<file path="config.mk">
export PLATFORM = sky130hd
export DESIGN_NAME = uart_tx
export DESIGN_NICKNAME = d
export VERILOG_FILES = /design/src/rtl/uart_defs.sv /design/src/rtl/uart_tx_serializer.sv /design/src/rtl/uart_tx.sv
export SDC_FILE = /design/constraint.sdc
export NUM_CORES = 1
export LEC_CHECK = 0
export BUFFER_PORTS_ARGS = -buffer_cell sky130_fd_sc_hd__buf_2
export CELL_PAD_IN_SITES_DETAIL_PLACEMENT = 0
export CELL_PAD_IN_SITES_GLOBAL_PLACEMENT = 1
export CORE_ASPECT_RATIO = 1.25
export CORE_MARGIN = 2
export CORE_UTILIZATION = 44
export CTS_CLUSTER_DIAMETER = 30
export CTS_CLUSTER_SIZE = 25
export DETAILED_ROUTE_END_ITERATION = 10
export PLACE_DENSITY = 0.82
export RECOVER_POWER = 25
export SLEW_MARGIN = 5
export SYNTH_ARGS = -nofsm -noshare
export SYNTH_HDL_FRONTEND = slang
export SYNTH_HIERARCHICAL = 1
export SYNTH_SLANG_ARGS = --single-unit
</file>
<file path="constraint.sdc">
create_clock -name i_clk -period 2.23 [get_ports i_clk]
set_clock_uncertainty 0.2 [all_clocks]
set_input_delay 0.446 -clock i_clk [delete_from_list [all_inputs] [get_ports i_clk]]
set_output_delay 0.446 -clock i_clk [all_outputs]
set_load 0.005 [all_outputs]
</file>
<file path="src/rtl/uart_defs.sv">
// Shared UART definitions: FSM state encoding and parity-type constants,
// common to the transmitter and the future receiver.
package uart_defs;

    typedef logic [2:0] uart_state_t;

    localparam uart_state_t ST_IDLE   = 3'd0;
    localparam uart_state_t ST_START  = 3'd1;
    localparam uart_state_t ST_DATA   = 3'd2;
    localparam uart_state_t ST_PARITY = 3'd3;
    localparam uart_state_t ST_STOP   = 3'd4;

    localparam logic PAR_EVEN = 1'b0;
    localparam logic PAR_ODD  = 1'b1;

    // data_xor is the XOR reduction of the payload; odd parity inverts it.
    function automatic logic parity_bit(input logic data_xor, input logic par_typ);
        return (par_typ == PAR_ODD) ? ~data_xor : data_xor;
    endfunction

endpackage

</file>
<file path="src/rtl/uart_tx_serializer.sv">
// Payload latch plus LSB-first shifter. o_bit is the next bit to put on the line;
// o_done flags that the bit currently on the line is the last payload bit.
module uart_tx_serializer #(
    parameter int DATA_WD = 8
) (
    input  logic               i_clk,
    input  logic               i_rst,
    input  logic               i_load,
    input  logic               i_shift,
    input  logic [DATA_WD-1:0] i_data,
    output logic               o_bit,
    output logic               o_done,
    output logic [DATA_WD-1:0] o_data
);

    localparam int              CNT_WD   = (DATA_WD > 1) ? $clog2(DATA_WD) : 1;
    localparam logic [CNT_WD-1:0] CNT_LAST = CNT_WD'(DATA_WD - 1);

    logic [DATA_WD-1:0] data_q;
    logic [DATA_WD-1:0] shreg_q;
    logic [CNT_WD-1:0]  cnt_q;
    logic               first_q;

    // The first shift moves bit 0 onto the line, so it does not advance the index.
    always_ff @(posedge i_clk or negedge i_rst) begin
        if (!i_rst) begin
            data_q  <= '0;
            shreg_q <= '0;
            cnt_q   <= '0;
            first_q <= 1'b0;
        end else if (i_load) begin
            data_q  <= i_data;
            shreg_q <= i_data;
            cnt_q   <= '0;
            first_q <= 1'b1;
        end else if (i_shift) begin
            shreg_q <= shreg_q >> 1;
            first_q <= 1'b0;
            if (!first_q) begin
                cnt_q <= cnt_q + CNT_WD'(1);
            end
        end
    end

    always_comb begin
        o_bit  = shreg_q[0];
        o_done = (cnt_q == CNT_LAST);
        o_data = data_q;
    end

endmodule

</file>
<file path="src/rtl/uart_tx.sv">
// UART transmitter: one bit per rising edge of the bit clock; start, payload LSB first,
// optional parity, stop. Line and busy outputs are registered from the next state.
module uart_tx
    import uart_defs::*;
#(
    parameter int DATA_WD = 8
) (
    input  logic               i_clk,
    input  logic               i_rst,
    input  logic [DATA_WD-1:0] i_data,
    input  logic               i_data_valid,
    input  logic               i_par_en,
    input  logic               i_par_typ,
    output logic               o_tx_out,
    output logic               o_busy
);

    uart_state_t        state_q;
    uart_state_t        state_d;
    logic               par_en_q;
    logic               par_typ_q;
    logic               load;
    logic               shift;
    logic               ser_bit;
    logic               ser_done;
    logic [DATA_WD-1:0] ser_data;
    logic               par_bit;
    logic               tx_d;
    logic               busy_d;

    uart_tx_serializer #(
        .DATA_WD (DATA_WD)
    ) u_serializer (
        .i_clk   (i_clk),
        .i_rst   (i_rst),
        .i_load  (load),
        .i_shift (shift),
        .i_data  (i_data),
        .o_bit   (ser_bit),
        .o_done  (ser_done),
        .o_data  (ser_data)
    );

    always_comb begin
        state_d = state_q;
        load    = 1'b0;
        shift   = 1'b0;
        case (state_q)
            ST_IDLE: begin
                if (i_data_valid) begin
                    state_d = ST_START;
                    load    = 1'b1;
                end
            end
            ST_START: begin
                state_d = ST_DATA;
                shift   = 1'b1;
            end
            ST_DATA: begin
                if (ser_done) begin
                    state_d = par_en_q ? ST_PARITY : ST_STOP;
                end else begin
                    shift = 1'b1;
                end
            end
            ST_PARITY: state_d = ST_STOP;
            ST_STOP:   state_d = ST_IDLE;
            default:   state_d = ST_IDLE;
        endcase
    end

    always_comb begin
        par_bit = parity_bit(^ser_data, par_typ_q);
        // Decode on the next state so the line changes on the same edge as the FSM.
        case (state_d)
            ST_START:  tx_d = 1'b0;
            ST_DATA:   tx_d = ser_bit;
            ST_PARITY: tx_d = par_bit;
            default:   tx_d = 1'b1;
        endcase
        busy_d = (state_d != ST_IDLE);
    end

    always_ff @(posedge i_clk or negedge i_rst) begin
        if (!i_rst) begin
            state_q   <= ST_IDLE;
            par_en_q  <= 1'b0;
            par_typ_q <= PAR_EVEN;
            o_tx_out  <= 1'b1;
            o_busy    <= 1'b0;
        end else begin
            state_q  <= state_d;
            o_tx_out <= tx_d;
            o_busy   <= busy_d;
            if (load) begin
                par_en_q  <= i_par_en;
                par_typ_q <= i_par_typ;
            end
        end
    end

endmodule

</file>
# Word level (Yosys, flattened, before mapping)
# Index checks and enable logic that the tools add are counted.
# totals
inputBits	13
wordCells	41
ff_bits	27
out_inout_bits	2
# classes
n_eq_ne	8
muxes	17
bitwise	1
n_reduce_logical	5
addsub	1
# op_table
operator	count
3-bit 2-to-1 mux	6
8-bit 2-to-1 mux	2
3-bit by 2-bit == test with 1-bit output, second input constant	4
3-bit case mux with 4 select lines	1
8-bit XOR reduction	1
3-bit by 1-bit == test with 1-bit output, second input constant	2
1-bit 2-to-1 mux	6
3-bit by 1-bit adder with 3-bit output, second input constant	1
3-bit == test, second input constant	1
3-bit zero test	1
1-bit case mux with 3 select lines	1
3-bit nonzero test	1
2-bit inequality test, second input constant	1
1-bit case mux with 2 select lines	1
2-bit AND reduction	1
2-bit nonzero test	1
1-bit inverter	1

# Depth between registers and ports, before layout
# depth
word_depth	5
mapped_depth	9
ltp_nobuf	8

# Modules after synthesis
# Netlist, hierarchy kept.
# modules_own_cells
mod	seq_area_each_um2	area_each_um2	n_inst	cells_each
uart_tx_serializer	500.5	847.1	1	75
uart_tx	176.4	391.6	1	37

# Least setup slack after synthesis
# No wires, ideal clock.
# synth_path
path_kind	register to register
from	register state_q[2]
to	register u_serializer.data_q[1], in the netlist u_serializer/o_data[1]
synth_period_minus_slack_ps	1735
path_stages_with_launch	7
path_buffers	2
arrival_ps	1452
setup_time_ps	83
path_slack_ps	495
path_cell_list	dfrtp_1 > or4b_4 > clkinv_2 > buf_4 > buf_4 > nand2_1 > o21ai_0
# synth_via
elab_chain_cells	2
# synth_rtl
item	line	rtl
from (decl)	uart_tx.sv:18	uart_state_t state_q;
from (signal assigned)	uart_tx.sv:92	state_q <= state_d;
3-bit zero test	uart_tx.sv:48	case (state_q)
1-bit 2-to-1 mux	uart_tx.sv:48	
net load	uart_tx.sv:22	logic load;
to (signal assigned)	uart_tx_serializer.sv:32	data_q <= i_data;
to (decl)	uart_tx_serializer.sv:19	logic [DATA_WD-1:0] data_q;
# The timed path passes the listed nets, and every way through them passes these cells.
# A chain may end at the register's enable or synchronous reset.

# Worst setup path after layout
# layout_path
from	register u_serializer.cnt_q[0]
to	register u_serializer.cnt_q[1]
# layout_via
elab_chain_cells	5
word_cells_on_any_way	9
classes_between	add/sub: 1; eq/ne: 1; mux: 5; reduce/logical: 2
# layout_rtl
item	line	rtl
from (decl)	uart_tx_serializer.sv:21	logic [CNT_WD-1:0] cnt_q;
from (signal assigned)	uart_tx_serializer.sv:40	cnt_q <= cnt_q + CNT_WD'(1);
3-bit == test	uart_tx_serializer.sv:47	o_done = (cnt_q == CNT_LAST);
net ser_done	uart_tx.sv:25	logic ser_done;
1-bit 2-to-1 mux	uart_tx.sv:60	if (ser_done) begin
1-bit case mux with 2 select lines	uart_tx.sv:48	
net shift	uart_tx.sv:23	logic shift;
2-bit nonzero test (no source line)	n/a	
2-bit AND reduction (no source line)	n/a	
# The timed path passes the listed nets, and every way through them passes these cells. The select of a mux whose other input is x is not followed.

==> out/metrics.cfg <==
[timing]
worstMarginPinSlew_ns = 0.6503
min_period_ns = 1.899
final-hold-violation-count = 0
fin_ws_ns = 0.3313
fmax_mhz = 526.7
finalCritPeriodShare = 0.8514
max-slew-margin-rel = 0.5665
drv_slew = 0
final.setup.tns_ns = 0
finalSetupViolCount = 0
rsz0062_at_grt = no

[placement]
gp_congestion = 0.7626
dp_cells = 157
io_buffer_count = 14
dp_hpwl_um = 1461
post-place-ws_ns = 0.3558
placed_area_mm2 = 0.001321

[clock_network]
htreeDepth = 1
clk_pin_slew_worst_paths_ns = 0.14
clkLatencyLatePin_ns = 0.33
numClockSinks = 27
cts-root-buf = clkbuf_4
cts_tree = done
cts_buffers = 3
clockBufferDepth = 2
postCtsSetupBuffers = 0

[yosys]
ys_seq_area_frac = 0.5465
syn_inst = 112
synth_nets = 127
synth.distinct_cells = 30
synth.top_cell.area_share = 0.5253
synth.largest_area_cell = dfrtp_1
yosys_register_bits = 27
yosysWarnings = 6
ys_top_cells_by_area = dfrtp_1 53%, mux2i_1 7.3%, o21ai_1 4.4%
avgSynthCellArea_um2 = 11.06
synth_edf_count = 0
syn_area_mm2 = 0.001239
async_flop_share = 1.000
synthFlopType = dfrtp_1

[detailed_routing]
drc = 0
vias_per_cell = 4.889
first_pass_iters = 4
vias = 792
ant_nets = 0
wl_per_cell_um = 12.56
drt_iter0_markers = 18
wirelength_um = 2035

[job]
maxCapViolCount = 0

[floorplan]
start_util = 0.4622
core_mm2 = 0.002680
die_y_um = 63.32
dieArea_mm2 = 0.003258
row_count = 21
io_pins = 15
die_w_um = 51.46

[global_routing]
grt_pass1_wl_um = 3560
antenna_found_initial = 0
grt_max_degree = 33
grt_pass1_vias = 776
gr-total-overflow = 0
track_usage = 0.1483

[worst_setup_path]
startpoint_type = register
max_stage_delay_ns = 0.42
end_kind = register
slowest_stage = dfrtp_1
crit_buf_inv = 2
cp_data_arrival_time_ns = 1.92
cp_max_fo = 10
crit_required_ns = 2.25
crit_type = register to register
cp_cell_sequence = ha_1 -> ha_1 -> inv_1 -> a21oi_1 -> nor2_1 -> buf_4 -> nand2b_4 -> mux2i_1 -> nor2_1
cp_top_family = adder cells

[layout]
area_growth_pct = 9.899
layout-drive-gt1-share = 0.2109
fin_cells = 162
final_area_mm2 = 0.001361
nets = 144
antennaDiodeCount = 0

[min_path]
min_path_type = input pin to register

[pwr]
vdd_drop_max_v = 0.0007029
p_per_area_mw_per_mm2 = 1513
leakage_nw = 0.6708

[run_status]
outcome = complete, no violations

-- layout by cell type (no fill, tap or decap), types with 3 or more instances in the layout --
cell type	synthesis	routed
nand2_1	13	13
o21ai_1	11	11
mux2i_1	9	9
xnor2_1	5	5
inv_1	11	11
o21ai_0	5	5
dfrtp_1	26	26
buf_2	0	13
nor2_1	4	4
clkbuf_4	0	3
-- logic make-up after synthesis --
logic type | share of synthesized area
fa+ha+maj | 0.02020
simple gates | 0.1212
flops | 0.5465
xor+xnor | 0.07374
compound gates | 0.09798
buf+inv | 0.06767
mux | 0.07273
-- power breakdown --
part / internal [W] / leakage (nW) / total [W] / switching [W]
sequential: 0.000722 / 0.336 / 0.000868 / 0.000146
clock: 0.0000686 / 0.0139 / 0.000219 / 0.000150
combinational: 0.000507 / 0.320 / 0.000973 / 0.000465
-- registers in the layout, summed over array words and instances, names as in the netlist --
register	count
u_serializer/o_data	8
o_busy	1
par_en_q	1
u_serializer/shreg_q	8
u_serializer/cnt_q	3
par_typ_q	1
state_q	3
o_tx_out	1
u_serializer/first_q	1
-- timing repair --
action | CTS | global route
resized for setup | 0 | 0
hold buffers | 1 | 0
endpoints found under the hold margin | 26 | 0
endpoints found under the setup margin | 0 | 0
-- Yosys cell counts (2+ instances only) --
cell type,number
inv_1,11
o21ai_1,11
buf_4,2
nor2b_1,2
nor2_1,4
ha_1,2
xnor2_1,5
dfrtp_1,26
mux2i_1,9
o21ai_0,5
nand2_1,13
buf_6,2
nand2b_1,2
a21oi_1,2
-- per-stage QoR --
stage | hold slack (ns) | utilization | power [W]
after floorplan | -0.04959 | - | 0.001694
after global placement | 0.2722 | 0.4930 | 0.001831
after detailed placement | 0.2849 | 0.4930 | 0.001858
after CTS | 0.1068 | 0.5079 | 0.002084
after global routing | 0.09878 | 0.5079 | 0.002244
final | 0.1123 | 0.5079 | 0.002060
-- path summary, 6_finish.rpt --
path | cells past startpoint | from | to | slack (ns)
worst min register to register | 1 | u_serializer/first_q | u_serializer/first_q | 0.31
min in group asynchronous | 2 | i_rst | u_serializer/shreg_q[3] | 0.44
worst max-delay path | 9 | u_serializer/cnt_q[0] | u_serializer/cnt_q[1] | 0.33
max in group asynchronous | 2 | i_rst | state_q[0] | 0.96
worst max register to register | 9 | u_serializer/cnt_q[0] | u_serializer/cnt_q[1] | 0.33
worst min-delay path | 3 | i_par_en | par_en_q | 0.11
-- worst min-delay path: cells and delay by family --
kind / cells / cell delay [ns]
AOI/OAI and AO/OA: 1 / 0.05
buffers and inverters: 1 / 0.07
and+or+nand+nor: 1 / 0.05
-- area by class of cell --
class                   instances  area (um^2)
fillers                       263         1319
flip-flops and latches         27        676.9
multi-input cells              69        478.0
repair buffers                 16        87.58
inverters                      12        46.29
well taps                      34        42.54
clock buffers                   3        22.52
clock inverters                 1        7.507
-- per-layer routing --
layer	GRT usage	vias to the layer above	routed length, um
met5	0	-	0
met1	0.1925	374	887
met2	0.2356	17	1050
met3	0.02844	2	78
met4	0.06908	0	19
li1	-	399	-
Note: power is estimated with default switching activity, not from simulation.
